<file path="src/rtl/irq_pending_latch_16_if.sv">
// irq_pending_latch_16_if: request/ack/pending bundle between the latch and its driver.
interface irq_pending_latch_16_if;
    logic [15:0] req_in;
    logic [15:0] edge_sel;
    logic [15:0] mask;
    logic        ack_valid;
    logic [3:0]  ack_idx;
    logic        ovr_clr;
    logic [15:0] pend_out;
    logic [15:0] pend_raw;
    logic        any_pend;
    logic [15:0] overrun;
    logic        ack_err;
    modport master (
        output req_in, edge_sel, mask, ack_valid, ack_idx, ovr_clr,
        input  pend_out, pend_raw, any_pend, overrun, ack_err
    );
    modport slave (
        input  req_in, edge_sel, mask, ack_valid, ack_idx, ovr_clr,
        output pend_out, pend_raw, any_pend, overrun, ack_err
    );
endinterface

</file>
<file path="src/rtl/irq_pending_latch_16.sv">
// irq_pending_latch_16: synchronises 16 request lines into edge/level pending bits with ack clear and overrun flags.
module irq_pending_latch_16 #(
    parameter int SYNC_STAGES = 2
) (
    input logic clk,
    input logic rst_n,
    irq_pending_latch_16_if.slave bus
);
    logic [SYNC_STAGES-1:0][15:0] r_sync;
    logic [15:0] r_req_d;
    logic [15:0] r_pend;
    logic [15:0] r_ovr;
    logic        r_ack_err;
    logic [15:0] w_req_s;
    logic [15:0] w_rise;
    logic [15:0] w_set;
    logic [15:0] w_clr;
    assign w_req_s = r_sync[SYNC_STAGES-1];
    // req_d resets to 0, so a line already high at reset release reads as a rise
    assign w_rise  = w_req_s & ~r_req_d;
    assign w_set   = (bus.edge_sel & w_rise) | (~bus.edge_sel & w_req_s);
    assign w_clr   = bus.ack_valid ? 16'(1) << bus.ack_idx : 16'h0000;
    always_ff @(posedge clk or negedge rst_n) begin
        if (!rst_n) begin
            r_sync    <= '0;
            r_req_d   <= '0;
            r_pend    <= '0;
            r_ovr     <= '0;
            r_ack_err <= 1'b0;
        end else begin
            r_sync[0] <= bus.req_in;
            for (int j = 1; j < SYNC_STAGES; j++) r_sync[j] <= r_sync[j-1];
            r_req_d   <= w_req_s;
            r_pend    <= w_set | (r_pend & ~w_clr);
            r_ovr     <= (bus.edge_sel & w_rise & r_pend & ~w_clr) | (r_ovr & ~{16{bus.ovr_clr}});
            r_ack_err <= bus.ack_valid & ~r_pend[bus.ack_idx];
        end
    end
    assign bus.pend_raw = r_pend;
    assign bus.pend_out = r_pend & bus.mask;
    assign bus.any_pend = |(r_pend & bus.mask);
    assign bus.overrun  = r_ovr;
    assign bus.ack_err  = r_ack_err;
endmodule
</file>
<file path="src/flat_wrapper.sv">
// flat-port wrapper written by rule: the top's interface ports become plain ports
module irq_pending_latch_16_flat 
#(
    parameter int SYNC_STAGES = 2
)
  (clk, rst_n, bus_req_in, bus_edge_sel, bus_mask, bus_ack_valid, bus_ack_idx, bus_ovr_clr, bus_pend_out, bus_pend_raw, bus_any_pend, bus_overrun, bus_ack_err);
  irq_pending_latch_16_if bus_i ();
  input logic clk;
  input logic rst_n;
  input wire logic [$bits(bus_i.req_in)-1:0] bus_req_in;
  input wire logic [$bits(bus_i.edge_sel)-1:0] bus_edge_sel;
  input wire logic [$bits(bus_i.mask)-1:0] bus_mask;
  input wire logic [$bits(bus_i.ack_valid)-1:0] bus_ack_valid;
  input wire logic [$bits(bus_i.ack_idx)-1:0] bus_ack_idx;
  input wire logic [$bits(bus_i.ovr_clr)-1:0] bus_ovr_clr;
  output wire logic [$bits(bus_i.pend_out)-1:0] bus_pend_out;
  output wire logic [$bits(bus_i.pend_raw)-1:0] bus_pend_raw;
  output wire logic [$bits(bus_i.any_pend)-1:0] bus_any_pend;
  output wire logic [$bits(bus_i.overrun)-1:0] bus_overrun;
  output wire logic [$bits(bus_i.ack_err)-1:0] bus_ack_err;
  assign bus_i.req_in = bus_req_in;
  assign bus_i.edge_sel = bus_edge_sel;
  assign bus_i.mask = bus_mask;
  assign bus_i.ack_valid = bus_ack_valid;
  assign bus_i.ack_idx = bus_ack_idx;
  assign bus_i.ovr_clr = bus_ovr_clr;
  assign bus_pend_out = bus_i.pend_out;
  assign bus_pend_raw = bus_i.pend_raw;
  assign bus_any_pend = bus_i.any_pend;
  assign bus_overrun = bus_i.overrun;
  assign bus_ack_err = bus_i.ack_err;
  irq_pending_latch_16 #(.SYNC_STAGES(SYNC_STAGES)) u_core (.clk(clk), .rst_n(rst_n), .bus(bus_i));
endmodule
</file>
<file path="config.mk">
export PLATFORM = sky130hd
export DESIGN_NAME = irq_pending_latch_16_flat
export DESIGN_NICKNAME = d
export VERILOG_FILES = /design/src/rtl/irq_pending_latch_16_if.sv /design/src/rtl/irq_pending_latch_16.sv /design/src/flat_wrapper.sv
export SDC_FILE = /design/constraint.sdc
export NUM_CORES = 1
export LEC_CHECK = 0
export CORE_ASPECT_RATIO = 1.5
export CORE_MARGIN = 2
export CORE_UTILIZATION = 44
export DETAILED_ROUTE_END_ITERATION = 12
export GPL_ROUTABILITY_DRIVEN = 0
export PLACE_DENSITY_LB_ADDON = 0.05
export REMOVE_ABC_BUFFERS = 1
export SLEW_MARGIN = 20
export SYNTH_ARGS = -nofsm -noshare
export SYNTH_HDL_FRONTEND = slang
export SYNTH_SLANG_ARGS = --single-unit
</file>
<file path="constraint.sdc">
create_clock -name clk -period 1.7 [get_ports clk]
set_input_delay 0.255 -clock clk [delete_from_list [all_inputs] [get_ports clk]]
set_output_delay 0.255 -clock clk [all_outputs]
set_load 0.005 [all_outputs]
</file>
# Yosys cells after proc, flatten, opt, wreduce, memory -nomap -nowiden
# Cells that the tools add are included.
[word_totals]
wordCells = 29
inputBits = 56
regBits = 81
output_inout_bits = 50
[op_classes]
magnitude_cmp = 1
reduce_logical = 1
n_bitwise = 17
shift = 1
n_mux = 3
[op_table]
columns = ["operator", "n"]
rows = [
  ["AND 16 bit", 8],
  ["NOT 16 bit", 4],
  ["OR 16 bit", 3],
  ["2-to-1 mux 16 bit", 1],
  ["OR reduction 16 bit", 1],
  ["left shift 1 x 4 -> 16 bit, first input constant", 1],
  ["< comparator 4 x 5 -> 1 bit, second input constant", 1],
  ["binary-select mux 1 bit (select 4 bit)", 1],
  ["AND 1 bit", 1],
  ["2-to-1 mux 1 bit", 1],
  ["NOT 1 bit", 1],
]

# Longest topological paths before layout
# Gate-level depths: netlist of run 1.
[depth]
ltp_word = 6
ltp_mapped = 5
mapped_depth_nobuf = 4

# Least setup slack after synthesis of run 1
# Ideal clock, no wire load.
[synth_timing]
path_type = "register to output"
start = "register u_core.r_pend[15] (netlist: u_core.bus.pend_raw[15])"
end = "output port bus_any_pend"
setup_slack_ps = 99
arrival_ps = 1346
path_stages_with_launch = 5
n_path_buf = 0
required_ps = 1445
cell_sequence = "dfrtp_1 and2_1 or4_1 nor4_1 nand4_1"
[synth_via]
elab_chain_cells = 2
[synth_lines]
columns = ["element", "line_no", "rtl"]
rows = [
  ["start: declaration", "irq_pending_latch_16.sv:11", "logic [15:0] r_pend;"],
  ["start signal: assignment", "irq_pending_latch_16.sv:34", "r_pend <= w_set | (r_pend & ~w_clr);"],
  ["AND 16 bit", "n/a", ""],
  ["via bus_pend_out[15]", "flat_wrapper.sv:16", "output wire logic [$bits(bus_i.pend_out)-1:0] bus_pend_out;"],
  ["OR reduction 16 bit", "irq_pending_latch_16.sv:41", "assign bus.any_pend = |(r_pend & bus.mask);"],
  ["end: declaration", "flat_wrapper.sv:18", "output wire logic [$bits(bus_i.any_pend)-1:0] bus_any_pend;"],
]
# The timed path passes the listed nets, and every way through them passes these cells.

# Worst setup path after layout of run 1
[layout_timing]
start = "register u_core.r_pend[11] (netlist: u_core.bus.pend_raw[11])"
end = "output port bus_any_pend"
[layout_via]
elab_chain_cells = 2
[layout_lines]
columns = ["element", "line_no"]
rows = [
  ["AND 16 bit", "irq_pending_latch_16.sv:41"],
  ["OR reduction 16 bit", "irq_pending_latch_16.sv:41"],
]
# No other way between the ends.

==> results of run 1 <==
==> final timing paths <==
kind | depth (start not counted) | from | endpoint
worst max register to register | 5 | u_core.bus.pend_raw[10] | u_core.bus.ack_err
worst min-delay path | 1 | bus_req_in[7] | u_core.r_sync[7]
min in group asynchronous | 2 | rst_n | u_core.bus.overrun[0]
max in group asynchronous | 3 | rst_n | u_core.bus.pend_raw[6]
worst max-delay path | 5 | u_core.bus.pend_raw[11] | bus_any_pend
worst min register to register | 0 | u_core.r_sync[5] | u_core.w_req_s[5]
==> registers in the layout, summed over array words and instances, names as in the netlist <==
| register | flops |
|---|---|
| u_core.bus.pend_raw | 16 |
| u_core.r_req_d | 16 |
| u_core.bus.overrun | 16 |
| u_core.bus.ack_err | 1 |
| u_core.r_sync | 16 |
| u_core.w_req_s | 16 |
==> logic make-up (layout without fill, tap and decap cells) <==
group / Yosys count / count (layout) / share of synthesized area
simple gates: 96 / 96 / 0.153
flops: 81 / 81 / 0.701
compound gates: 35 / 35 / 0.0831
buf+inv: 20 / 178 / 0.0290
mux: 6 / 6 / 0.0342
==> routing by layer <==
layer / vias to the layer above / GRT usage / part of all wire
met2: 100 / 0.393 / 0.53
li1: 1111 / - / -
met4: 0 / 0.102 / 0.021
met3: 14 / 0.0581 / 0.074
met5: - / 0 / 0
met1: 1188 / 0.243 / 0.37
==> layout by cell type, fill, tap and decap left out, types with 2 or more instances in the layout <==
| master | n |
|---|---|
| or2_2 | 2 |
| bufinv_16 | 2 |
| mux2i_1 | 2 |
| inv_1 | 16 |
| dfrtp_1 | 80 |
| and2_1 | 8 |
| clkbuf_8 | 10 |
| mux4_2 | 3 |
| nor2_1 | 2 |
| o21ai_0 | 16 |
| nand2_1 | 65 |
| nand3b_1 | 2 |
| o32ai_1 | 16 |
| dlymetal6s2s_1 | 5 |
| clkdlybuf4s50_1 | 94 |
| dlygate4sd2_1 | 3 |
| and2_4 | 8 |
| buf_4 | 42 |
==> power by group through the flow <==
stage	clock network (W)	registers, W	logic [W]
3_5_place_dp	0	0.00213	0.000570
4_1_cts	0.00156	0.00209	0.000587
6_report	0.00153	0.00209	0.000586
5_1_grt	0.00165	0.00210	0.000641
2_1_floorplan	0	0.00212	0.000128
3_3_place_gp	0	0.00212	0.000560
==> repair_timing <==
item                                   in CTS  in global routing
pin swaps                                   4                  4
buffers inserted                            5                  0
endpoints found under the hold margin      30                  0
gates cloned                                0                  0
gates resized for setup                    14                 11
hold buffers                                1                  0
setup endpoints to repair                   7                  8
==> stage by stage <==
step                      setup slack [ps]  TNS, ps  power [W]
after global placement                -747    -2880    0.00268
after CTS                             -473     -473    0.00424
after floorplan                       99.2        0    0.00225
after global routing                  -467     -474    0.00439
after detailed placement              -728    -3070    0.00270
final                                 -374     -374    0.00421
==> cell type report <==
cell class,instances,share of cell area
sequential,81,0.441
timing repair buffer,147,0.300
inverter,16,0.0131
tap,76,0.0207
multi-input combinational,137,0.178
clock inverter,4,0.0166
clock buffer,11,0.0307
==> results.yml, run 1 <==
synth:
  syn_area_um2: 2890
  ys_warn_count: 0
  synth_cell_types: 27
  postSynthCellCount: 238
  synth_top_area_share: 0.701
  yosys.area.top_type: "dfrtp_1"
  ys.flop_type: "dfrtp_1"
  yosysMostFrequentCell: "dfrtp_1"
  ys_seq_elements: 81
  syn_area_per_cell_um2: 12.1
  synthArstFlopShare: 1.00
  synth-seq-area-share: 0.701
  netlist_top_cells_area: "dfrtp_1 (70%), nand2_1 (8.4%), o32ai_1 (4.8%)"
  synth-edff-count: 0
  netlist_top_cells_count: "dfrtp_1 (81), nand2_1 (65)"
run:
  maxCapViolCount: 0
power_and_ir_drop:
  switching_power_w: 0.000945
  pwr-share-seq: 0.497
  p_clk_frac: 0.364
  power_density_nw_per_um2: 914
  static-leakage-power_nw: 2.01
  swShare: 0.225
  p_int_w: 0.00326
  vdd_drop_max_mv: 0.982
  power_frac_comb: 0.139
timing:
  slew_headroom: 0.701
  worst_slack_ps: -374
  hold_violations: 0
  post-route-period-util: 1.22
  worstMarginPinSlew_ps: 449
  fin_crit_ps: 2070
  maxSlewViolCount: 0
  max_freq_mhz: 482
  fin_skew_ps: 10.9
  finalSetupViolations: 1
  rsz0062_at_grt: "true"
  holdWs_ps: 329
critical_path:
  regToRegSetupSlack_ps: 110
  cp_slowest_cell: "or4_4"
  crit_arrival_ps: 1820
  setup.worst_path.start_class: "flip-flop"
  slowest_delay_ps: 570
  crit_buf_inv: 1
  crit_family: "simple AND/OR/NAND/NOR gates"
  end_kind: "output port"
  crit_required_ps: 1440
  path_cells: "and2_4 > or4_4 > nor4_4 > nand4_1 > buf_2"
  crit_type: "flip-flop to output port"
  worstPathMaxFanout: 2
drt:
  drtPass1Iterations: 4
  wirelength_mm: 7.60
  viasPerCell: 5.11
  post_drt_wl_per_cell_um: 16.1
  ant_nets: 0
  route.detailed.drc: 0
  vias: 2413
  initialDrtViolationCount: 84
place:
  dp_cells: 451
  placed_area_um2: 4290
  place_hpwl_mm: 5.61
  io_buffers: 105
layout:
  final_area_um2: 4600
  areaGrowthSynthToFinish_pct: 59.1
  fillers: 512
  drive_gt1_frac: 0.192
  layoutNonFillerInstCount: 472
  register_area_um2: 2030
  nNetsFinal: 448
  antenna_cells: 0
  utilization: 0.714
  multiInputGateArea_um2: 820
clock_network:
  clock_path_buffers: 2
  clk_latency_ps: 350
  path_clk_slew_ps: 90
  h-tree-depth: 3
  cts_made_buffers: 9
  clock-sinks: 81
  cts_tree: "built"
  clockRootBuffer: "clkbuf_8"
hold_path:
  hold_class: "input port to flip-flop"
floorplan:
  num_rows: 36
  die_width_um: 70.2
  core_um2: 6440
  initial_core_util: 0.449
  die_h_um: 103
  dieArea_um2: 7250
  io_pins: 106
global_routing:
  grt_antenna_before_repair: 0
  grt_first_pass_wirelength_mm: 11.8
  grt_max_degree: 34
  grtUsageTotal: 0.219
  grt_pass1_vias: 2513
  grt_overflow: 0
status:
  status: "finished, violations left"
  violations: "setup timing"
Power figures use the tool's default switching activity.
==> run 2, diff against run 1 <==
--- a/config.mk
+++ b/config.mk
@@ -12,7 +12,7 @@
 export GPL_ROUTABILITY_DRIVEN = 0
 export PLACE_DENSITY_LB_ADDON = 0.05
 export REMOVE_ABC_BUFFERS = 1
-export SLEW_MARGIN = 20
+export SLEW_MARGIN = 5
 export SYNTH_ARGS = -nofsm -noshare
 export SYNTH_HDL_FRONTEND = slang
 export SYNTH_SLANG_ARGS = --single-unit
==> results of run 2 <==
No change in the layout: final DEF, timing and power equal those of run 1.
